[src/rtl/fsm_pkg.sv]
// fsm_pkg: state enum and defaults shared by the serializer and the sequence detectors
package fsm_pkg;
  typedef enum logic {IDLE = 1'b0, SHIFT = 1'b1} state_t;
  localparam int DEFAULT_WIDTH = 8;
endpackage

[src/rtl/pattern_serializer_if.sv]
// pattern_serializer_if: valid/ready word stream into the serializer
interface pattern_serializer_if import fsm_pkg::*; #(parameter int WIDTH = DEFAULT_WIDTH);
  logic [WIDTH-1:0] in_data;
  logic in_valid;
  logic in_ready;
  modport master(output in_data, output in_valid, input in_ready);
  modport slave(input in_data, input in_valid, output in_ready);
endinterface

[src/rtl/pattern_serializer.sv]
// pattern_serializer: word-to-bit serializer with a one-word hold register for gapless streaming
module pattern_serializer import fsm_pkg::*; #(
  parameter int WIDTH = DEFAULT_WIDTH,
  parameter bit MSB_FIRST = 1'b1
) (
  input  logic clk,
  input  logic rst,
  pattern_serializer_if.slave s,
  output logic out,
  output logic out_valid,
  output logic word_done
);
  localparam int CW = $clog2(WIDTH);
  localparam logic [CW-1:0] LAST = CW'(WIDTH - 1);
  state_t state, state_d;
  logic [WIDTH-1:0] sh, sh_d, hold, hold_d, shifted;
  logic [CW-1:0] cnt, cnt_d;
  logic hold_full, hold_full_d, accept, last;
  assign s.in_ready = !hold_full;
  assign accept = s.in_valid & s.in_ready;
  assign last = cnt == LAST;
  assign shifted = MSB_FIRST ? {sh[WIDTH-2:0], 1'b0} : {1'b0, sh[WIDTH-1:1]};
  assign out_valid = state == SHIFT;
  // gate the head bit so detectors see zeros whenever nothing is shifting
  assign out = out_valid & (MSB_FIRST ? sh[WIDTH-1] : sh[0]);
  assign word_done = out_valid & last;
  always_ff @(posedge clk or negedge rst)
    if (!rst) begin
      state <= IDLE;
      sh <= '0;
      cnt <= '0;
      hold <= '0;
      hold_full <= 1'b0;
    end else begin
      state <= state_d;
      sh <= sh_d;
      cnt <= cnt_d;
      hold <= hold_d;
      hold_full <= hold_full_d;
    end
  always_comb begin
    state_d = state;
    sh_d = sh;
    cnt_d = cnt;
    hold_d = hold;
    hold_full_d = hold_full;
    if (state == IDLE) begin
      if (accept) begin
        sh_d = s.in_data;
        cnt_d = '0;
        state_d = SHIFT;
      end
    end else if (!last) begin
      sh_d = shifted;
      cnt_d = cnt + CW'(1);
      if (accept) begin
        hold_d = s.in_data;
        hold_full_d = 1'b1;
      end
    end else if (hold_full) begin
      sh_d = hold;
      cnt_d = '0;
      hold_full_d = 1'b0;
    end else if (accept) begin
      sh_d = s.in_data;
      cnt_d = '0;
    end else begin
      state_d = IDLE;
      cnt_d = '0;
    end
  end
endmodule

[src/flat_wrapper.sv]
// flat-port wrapper written by rule: the top's interface ports become plain ports
module pattern_serializer_flat import fsm_pkg::*;
#(
  parameter int WIDTH = DEFAULT_WIDTH,
  parameter bit MSB_FIRST = 1'b1
)
  (clk, rst, out, out_valid, word_done, s_in_data, s_in_valid, s_in_ready);
  pattern_serializer_if #(.WIDTH(WIDTH)) s_i ();
  input  logic clk;
  input  logic rst;
  output logic out;
  output logic out_valid;
  output logic word_done;
  input wire logic [$bits(s_i.in_data)-1:0] s_in_data;
  input wire logic [$bits(s_i.in_valid)-1:0] s_in_valid;
  output wire logic [$bits(s_i.in_ready)-1:0] s_in_ready;
  assign s_i.in_data = s_in_data;
  assign s_i.in_valid = s_in_valid;
  assign s_in_ready = s_i.in_ready;
  pattern_serializer #(.WIDTH(WIDTH), .MSB_FIRST(MSB_FIRST)) u_core (.clk(clk), .rst(rst), .s(s_i), .out(out), .out_valid(out_valid), .word_done(word_done));
endmodule
[config.mk]
export PLATFORM = sky130hd
export DESIGN_NAME = pattern_serializer_flat
export DESIGN_NICKNAME = d
export VERILOG_FILES = /design/src/rtl/fsm_pkg.sv /design/src/rtl/pattern_serializer_if.sv /design/src/rtl/pattern_serializer.sv /design/src/flat_wrapper.sv
export SDC_FILE = /design/constraint.sdc
export NUM_CORES = 1
export LEC_CHECK = 0
export BUFFER_PORTS_ARGS = -buffer_cell sky130_fd_sc_hd__clkbuf_2
export CAP_MARGIN = 20
export CORE_MARGIN = 2
export CORE_UTILIZATION = 50
export DETAILED_ROUTE_END_ITERATION = 8
export GPL_TIMING_DRIVEN = 0
export PLACE_DENSITY_LB_ADDON = 0.25
export SYNTH_ARGS = -nofsm -noshare
export SYNTH_HDL_FRONTEND = slang
export SYNTH_SLANG_ARGS = --single-unit
export TNS_END_PERCENT = 30
[constraint.sdc]
create_clock -name clk -period 1.72 [get_ports clk]
set_input_delay 0 -clock clk [delete_from_list [all_inputs] [get_ports clk]]
set_output_delay 0 -clock clk [all_outputs]
set_load 0.005 [all_outputs]
==> metrics, run 1 <==
Num CTS Buffers=3; main flop type after synthesis=dfrtp_1; Max Cap Violations=0; adder-cell share of the synthesized area=3.36%; Worst R2R End=u_core.hold[0]; area grow syn2layout=23.3%; H-Tree Depth=1; Synth Register Bits=21; Post-Syn Area=0.00112 mm²; I/O Buffers=14; count leader, synth=dfrtp_1; clk_lat worst skew=300 ps; crit share post-route=95.1%; largest net degree at the start of global routing=22; post-synthesis mux area share=20.6%; DR vias=833; Syn Inst Count=90; Worst EP arrival=1820 ps; Placer Congestion=0.759; Hold Path End=u_core.out_valid; synthesis warning total=0; Detail Route Antenna Nets=0; post-route clock skew=9.18 ps; Routed wire per std cell=15.8 µm; Filler cells=171; Die Area=0.00263 mm²; Net Count, Synth=104; clock-pin transition on the worst setup and hold timing paths=120 ps; worst slew pin tran=527 ps; Slew HR=64.8%; final setup fails=0; DR pass1 iterations=4; kind of critical path=reg2reg; die height=51.3 µm; FP Rows=17; worst min-delay path startpoint=s_in_valid; gr ovfl total=0; DP HPWL=1500 µm; Worst IR Drop VDD=0.963 mV; simple-gate share of the synthesized area=8.29%; Root Buffer=clkbuf_4; RSZ-0062 raised after global routing=false; area of the multi-input gates=559 µm²; Hold Fails Final Rpt=0; Crit Reg-Reg Startpoint=u_core.cnt[1]; drt drc=0; Post-Synth XOR/XNOR Area=0%; Worst setup SP type=flop; met3 Usage GRT=3.51%; path depth of the worst reg2reg path=6; Post-synth EDFFs=0; IO Count=15; status=completed; Core Footprint=0.00217 mm²; CTS sink count=21; CP Data Required Time=1910 ps; Async S/R FF share, synth=100%; min Tclk post-route=1640 ps; worst reg2reg setup slack=80 ps; share of layout cells above drive strength 1=28.6%; Max Slew Vio Count=0; first-pass GRT wire length=3930 µm; total wire length=2330 µm; sequential area share after synthesis=47.0%; compound-cell area share of the yosys netlist=16.9%; Total GRT Usage=20.3%; largest family of logic cells by synthesized area=multiplexers; CTS tree=yes; Cell Area, Placed=0.00122 mm²; width of the die=51.3 µm; Starting Density=51.5%; Synth top area share=47.0%; met1 Usage GRT=25.8%; Commonest cells post-synth=dfrtp_1 (21), mux2i_1 (14), mux2_1 (8), o22ai_1 (8), a221oi_2 (6); met2 usage=34.6%; Avg Cell Area, Syn=12.4 µm²; ranking of synthesized cells by area=dfrtp_1 (47%), mux2i_1 (13%), a221oi_2 (8.1%), mux2_1 (8.1%), o22ai_1 (4.5%); busiest grt layer=met2; Final Cell Area=0.00138 mm²; Nets=134; clk buf depth=2; CP Max Fanout=8; Hold Crit Class=in2reg; drt via density=5.67; 1st-iter DRT viols=7; Lkg Pwr=0.678 nW; initial antenna violation count=0; largest area contributor in the netlist=dfrtp_1; f_max=611 MHz; PwrDens=1670 mW/mm²; WHS Path Cells=4; Setup crit end kind=flop; Synth cell types=26; diode count=0; Storage cell area=526 µm²; vias in the first global route=887; final core occ=63.5%
## critical path: stages, from the launching register on
cell	delay, ps
dfrtp_1	420
ha_2	190
ha_1	180
nand2b_4	160
nor2_4	110
buf_12	130
mux2_1	320
## kinds of logic after synthesis
logic type,Yosys count
DFF,21
AOI/OAI and AO/OA,22
buffers and inverters,7
muxes,22
adders and majority gates,3
and+or+nand+nor,15
## cell type report
class,instances,share of cell area (%)
timing repair buffer,25,13.6
sequential,21,38.1
multi-input combinational,62,40.6
inverter,3,0.817
buffer,4,2.36
tap,28,2.54
clock buffer,4,1.91
## flip-flops by register name, indices dropped and copies added (netlist names)
name	flops
u_core.hold	8
u_core.sh	8
u_core.cnt	3
u_core.hold_full	1
u_core.out_valid	1
## power breakdown
group / switching [mW] / total [mW] / internal, mW
logic: 0.562 / 1.13 / 0.572
registers: 0.174 / 0.921 / 0.747
clock network: 0.148 / 0.239 / 0.0903
## worst max path at each step
stage,from,to,slack [ps]
floorplan,u_core.cnt[0],u_core.hold[0],140
global placement,u_core.cnt[0],u_core.hold[5],-20
detailed placement,u_core.cnt[0],u_core.hold[0],-50
CTS,u_core.cnt[1],u_core.sh[7],10
global route,u_core.cnt[0],u_core.hold[6],20
finish,u_core.cnt[1],u_core.hold[0],80
## cells in the final DEF, fill, tap and decap left out
master and n:
nand2b_1 1, clkbuf_1 1, o21ai_0 1, ha_2 1, dfrtp_1 21, inv_1 2
o22ai_1 8, nand2_1 3, nor3_1 1, buf_8 1, a211oi_1 2, nand3_1 2
ha_1 2, mux2_1 8, inv_2 1, a221oi_1 1, o21ai_1 3, buf_4 2
dlygate4sd3_1 9, buf_12 1, nand2b_4 2, a21oi_1 1, and2_1 2, buf_2 1
nor2b_1 2, a221oi_2 6, nor2_1 1, mux2i_1 14, clkbuf_2 15, clkbuf_4 3
nor2_4 1
## per-stage QoR
stage               hold WS (ps)  TNS (ps)  setup slack, ps  instances  power [mW]
floorplan                   -296         0              136         90        1.71
global placement            7.12      -108            -15.3        132        1.92
detailed placement          2.39      -352            -51.1        132        1.98
CTS                          152         0             12.5        147        2.29
global route                 150         0             21.1        147        2.47
finish                       159         0             84.7        147        2.29
## metal layers
metal / routed length, µm / part of all wire, %
met3: 45 / 1.9
met5: 0 / 0
met4: 16 / 0.69
met2: 1190 / 51
met1: 1080 / 46
## timing repair
action | CTS | global route
setup endpoints to repair | 9 | 14
setup buffers | 2 | 0
hold buffers | 9 | 0
pin swaps | 1 | 1
endpoints found under the hold margin | 29 | 0
resized for setup | 1 | 3
No activity file was read; power rests on OpenSTA's default activity.
==> run 2, diff against run 1 <==
- CORE_ASPECT_RATIO: default -> 0.7
==> run 2 against run 1 <==
Register-to-register slack got worse by 20 ps; highest routed layer unchanged; clock power rose by 4%; largest power group unchanged; final area grew 0.91%; flip-flop and latch count stayed put; combinational power barely moved; clock skew down 0.71 ps; via count is 0.96% lower; die area rose by 0.23%.
==> metrics, run 2 (synthesis gave the netlist of run 1 again) <==
status=completed; kind of critical path=reg2reg; most common cell after layout, fill and taps aside=dfrtp_1; worst min-delay path startpoint=s_in_valid; final setup margin=68.5 ps; Int Pwr=1.43 mW; clock-pin transition on the worst setup and hold timing paths=130 ps; Lkg Pwr=0.684 nW; CTS tree=yes; clk buf depth=2; DP Worst Slack=-26.8 ps; Setup crit end kind=flop; FP Rows=14; share of layout cells above drive strength 1=30.3%; IO Count=15; Worst setup SP type=flop; die height=43.6 µm; CP Max Fanout=8; path depth of the worst reg2reg path=6; drt via density=5.46; most frequent cells in the layout=dfrtp_1 (21), mux2i_1 (14), clkbuf_2 (14); Top Registers=u_core.hold (8), u_core.sh (8), u_core.cnt (3); Routed wire per std cell=15.3 µm; first-pass GRT wire length=3790 µm; Gate power share=49.6%; Final Cell Area=0.00139 mm²; largest net degree at the start of global routing=22; Placer Congestion=0.770; I/O Buffers=14; Num CTS Buffers=3; vias in the first global route=859; Cell Area, Placed=0.00123 mm²; DR pass1 iterations=4; Worst IR Drop VDD=0.779 mV; PwrDens=1680 mW/mm²; final setup fails=0; Filler cells=179; switching power=898 µW; width of the die=60.5 µm; Core Footprint=0.00214 mm²; sw frac=38.6%; initial antenna violation count=0; Clk pwr share=10.7%; Hold Fails Final Rpt=0; Overall Power=2.33 mW; setup TNS=0 ps; Nets=134; Root Buffer=clkbuf_4; clk_lat worst skew=310 ps; crit share post-route=96.0%; Hold Path End=u_core.out_valid; Hold Crit Class=in2reg; Starting Density=52.3%; Hold Worst Slack=147 ps; Slew HR=64.1%; H-Tree Depth=1; gr ovfl total=0; Crit Reg-Reg Startpoint=u_core.cnt[0]; sequential power share=39.7%; Max Cap Violations=0; Die Area=0.00263 mm²; drt drc=0; f_max=605 MHz; non-filler cells, final=151; min Tclk post-route=1650 ps; placed cell count=136; worst slew pin tran=538 ps; CTS sink count=21; diode count=0; 1st-iter DRT viols=19; worst reg2reg setup slack=70 ps; DP HPWL=1470 µm; RSZ-0062 raised after global routing=false; total wire length=2300 µm; Detail Route Antenna Nets=0; CP Data Required Time=1920 ps; area grow syn2layout=24.4%; WHS Path Cells=4; Max Slew Vio Count=0; Worst EP arrival=1850 ps; final core occ=65.0%; DR vias=825; Total GRT Usage=19.8%; post-route clock skew=8.47 ps; Worst R2R End=u_core.hold[0]
## run 2: layer usage
layer  vias up  global-route usage, %  routed length [µm]
li1        398                      -                   -
met1       410                   26.5                1110
met2        15                   31.5                1110
met3         2                   6.27                  75
met4         0                   4.78                  11
met5         -                      0                   0
## run 2: worst max-delay path, cell delays in order, from the launching register on
cell,delay [ps]
dfrtp_1,420
ha_2,210
ha_1,190
nand2b_4,160
nor2_4,100
buf_12,140
mux2_1,320
## run 2: final cells by class
class,instances,area (µm²),share of cell area (%)
tap,32,40.0,2.88
clock buffer,4,26.3,1.89
timing repair buffer,25,188,13.5
multi-input combinational,62,567,40.8
inverter,3,11.3,0.810
sequential,21,526,37.8
buffer,4,32.5,2.34
## run 2: repair_timing
| action | 4_1_cts | 5_1_grt |
|---|---|---|
| pin swaps | 1 | 1 |
| setup buffers | 1 | 1 |
| resized for setup | 1 | 6 |
| setup endpoints to repair | 8 | 16 |
| endpoints found under the hold margin | 29 | 0 |
| hold buffers | 9 | 0 |
## run 2: power groups by stage
stage	combinational, mW	clock [mW]	sequential [mW]
2_1_floorplan	0.827	0	0.878
3_3_place_gp	0.999	0	0.909
3_5_place_dp	1.04	0	0.924
4_1_cts	1.09	0.251	0.916
5_1_grt	1.28	0.270	0.957
6_report	1.16	0.249	0.925
## run 2: worst max path at each step
stage	from	end	slack (ps)	cells after the start
3_5_place_dp	u_core.cnt[0]	u_core.hold[0]	-30	5
2_1_floorplan	u_core.cnt[0]	u_core.hold[0]	140	5
5_1_grt	u_core.cnt[0]	u_core.sh[7]	2	5
6_report	u_core.cnt[0]	u_core.hold[0]	70	6
3_3_place_gp	u_core.cnt[0]	u_core.hold[7]	-4	5
4_1_cts	u_core.cnt[0]	u_core.hold[0]	3	5
==> run 3, diff against run 2 <==
- CORE_UTILIZATION: 50 -> 40
- PLACE_DENSITY: default -> 0.55
- PLACE_DENSITY_LB_ADDON: 0.25 -> default
==> run 3 against run 2 <==
Clock skew decreased by 5.9 ps; clock power increased by 30%; hold slack improved by 55 ps; die area increased by 23%; first-iteration DRC count increased by 95%; clock-buffer cell count unchanged; critical path depth unchanged; register-to-register slack about the same; routed wire length unchanged; non-clock buffer count unchanged; final cell count increased by 1.3%; critical path type unchanged; largest cell class unchanged; largest power group unchanged; highest routed layer unchanged.
==> metrics, run 3 (synthesis gave the netlist of run 1 again) <==
DP HPWL=1540 µm; I/O Buffers=14; Max Cap Violations=0; Core Footprint=0.00255 mm²; Hold Worst Slack=202 ps; Overall Power=2.33 mW; most common cell after layout, fill and taps aside=dfrtp_1; slowest stage delay, CP=400 ps; Gate power share=46.6%; IO Count=15; clk_lat worst skew=260 ps; CTS tree=yes; critical-path cell list=ha_2 > ha_1 > nand2b_4 > nor2_4 > buf_4 > mux2_1; kind of critical path=reg2reg; drt via density=5.31; vias in the first global route=771; crit share post-route=95.3%; Setup crit end kind=flop; sequential power share=39.6%; path depth of the worst reg2reg path=6; clk buf depth=2; diode count=0; status=completed; largest net degree at the start of global routing=22; CP Data Required Time=1870 ps; worst slew pin tran=530 ps; Nets=134; CTS sink count=21; worst min-delay path startpoint=s_in_valid; first-pass GRT wire length=3720 µm; clock-pin transition on the worst setup and hold timing paths=70 ps; area grow syn2layout=24.7%; Total GRT Usage=16.4%; DR pass1 iterations=4; Worst EP arrival=1790 ps; Worst IR Drop VDD=0.621 mV; Routed wire per std cell=15.1 µm; total wire length=2300 µm; Worst setup SP type=flop; slowest stage cell, crit path=dfrtp_1; sw frac=37.2%; share of layout cells above drive strength 1=29.4%; min Tclk post-route=1640 ps; WHS Path Cells=4; Filler cells=235; switching power=868 µW; Num CTS Buffers=3; DR vias=812; Slew HR=64.6%; PwrDens=1670 mW/mm²; Hold Fails Final Rpt=0; die height=48.2 µm; Clk pwr share=13.9%; Die Area=0.00324 mm²; drt drc=0; Max Slew Vio Count=0; Detail Route Antenna Nets=0; Worst R2R End=u_core.hold[0]; Root Buffer=clkbuf_8; H-Tree Depth=1; Lkg Pwr=0.684 nW; gr ovfl total=0; post-route clock skew=2.58 ps; f_max=610 MHz; most frequent cells in the layout=dfrtp_1 (21), clkbuf_2 (15), mux2i_1 (14); final setup margin=81.5 ps; initial antenna violation count=0; Int Pwr=1.46 mW; Starting Density=43.8%; Crit Reg-Reg Startpoint=u_core.cnt[0]; Hold Crit Class=in2reg; 1st-iter DRT viols=37; RSZ-0062 raised after global routing=true; final setup fails=0; DP Worst Slack=-50.2 ps; Placer Congestion=0.745; width of the die=67.2 µm; FP Rows=15; worst reg2reg setup slack=80 ps; CP Max Fanout=4; Top Registers=u_core.hold (8), u_core.sh (8), u_core.cnt (3); Hold Path End=u_core.out_valid
==> run 3: changes by cell type in the layout (fill, tap and decap cells not counted), sizes merged <==
cell / delta
buf: -1
clkbuf: +1
==> run 3: worst max-delay path by stage <==
stage / depth (start not counted) / from / end
after floorplan: 5 / u_core.cnt[0] / u_core.hold[0]
after global placement: 5 / u_core.cnt[0] / u_core.hold[7]
after detailed placement: 5 / u_core.cnt[0] / u_core.hold[7]
after CTS: 6 / u_core.cnt[0] / u_core.hold[0]
after global routing: 6 / u_core.cnt[0] / u_core.hold[0]
final: 6 / u_core.cnt[0] / u_core.hold[0]
==> run 3: metal layers <==
metal / routed length, µm / GRT usage, % / vias to the layer above
met1: 1250 / 22.4 / 389
met2: 941 / 25.1 / 16
met4: 21 / 6.12 / 0
li1: - / - / 403
met5: 0 / 0 / -
met3: 91 / 4.85 / 4
==> run 3: power by group through the flow <==
stage	Clock [mW]	Sequential, mW	Combinational [mW]
finish	0.323	0.923	1.09
global placement	0	0.915	1.02
detailed placement	0	0.923	1.04
CTS	0.341	0.918	1.09
global route	0.366	0.958	1.21
floorplan	0	0.878	0.827
==> run 3: layout make-up <==
type	instances	area, µm²	share of cell area (%)
Multi-Input combinational cell	62	562	40.3
Sequential cell	21	526	37.7
Timing Repair Buffer	25	175	12.6
Clock buffer	4	45.0	3.23
Tap cell	34	42.5	3.05
Buffer	4	32.5	2.33
Inverter	3	11.3	0.808
==> run 3: worst max-delay path: cells and delay by family, from the launching register on <==
kind | cells | cell delay, ps
adders and majority gates | 2 | 380
muxes | 1 | 320
buffers and inverters | 1 | 150
DFF | 1 | 400
and+or+nand+nor | 2 | 280
==> run 3: what timing repair did <==
| item | 4_1_cts | 5_1_grt |
|---|---|---|
| buffers inserted | 2 | 0 |
| pin swaps | 1 | 0 |
| endpoints found under the hold margin | 28 | 1 |
| hold buffers | 8 | 1 |
| gates resized for setup | 2 | 2 |
| setup endpoints to repair | 10 | 15 |
==> run 3: stage by stage <==
stage               utilization (%)  setup TNS [ps]  std cells  area [µm²]
global placement               48.2            -218        138        1230
finish                         54.6               0        153        1390
CTS                            54.0               0        152        1380
global route                   54.6           -8.40        153        1390
floorplan                         -               0         90        1120
detailed placement             48.2            -388        138        1230
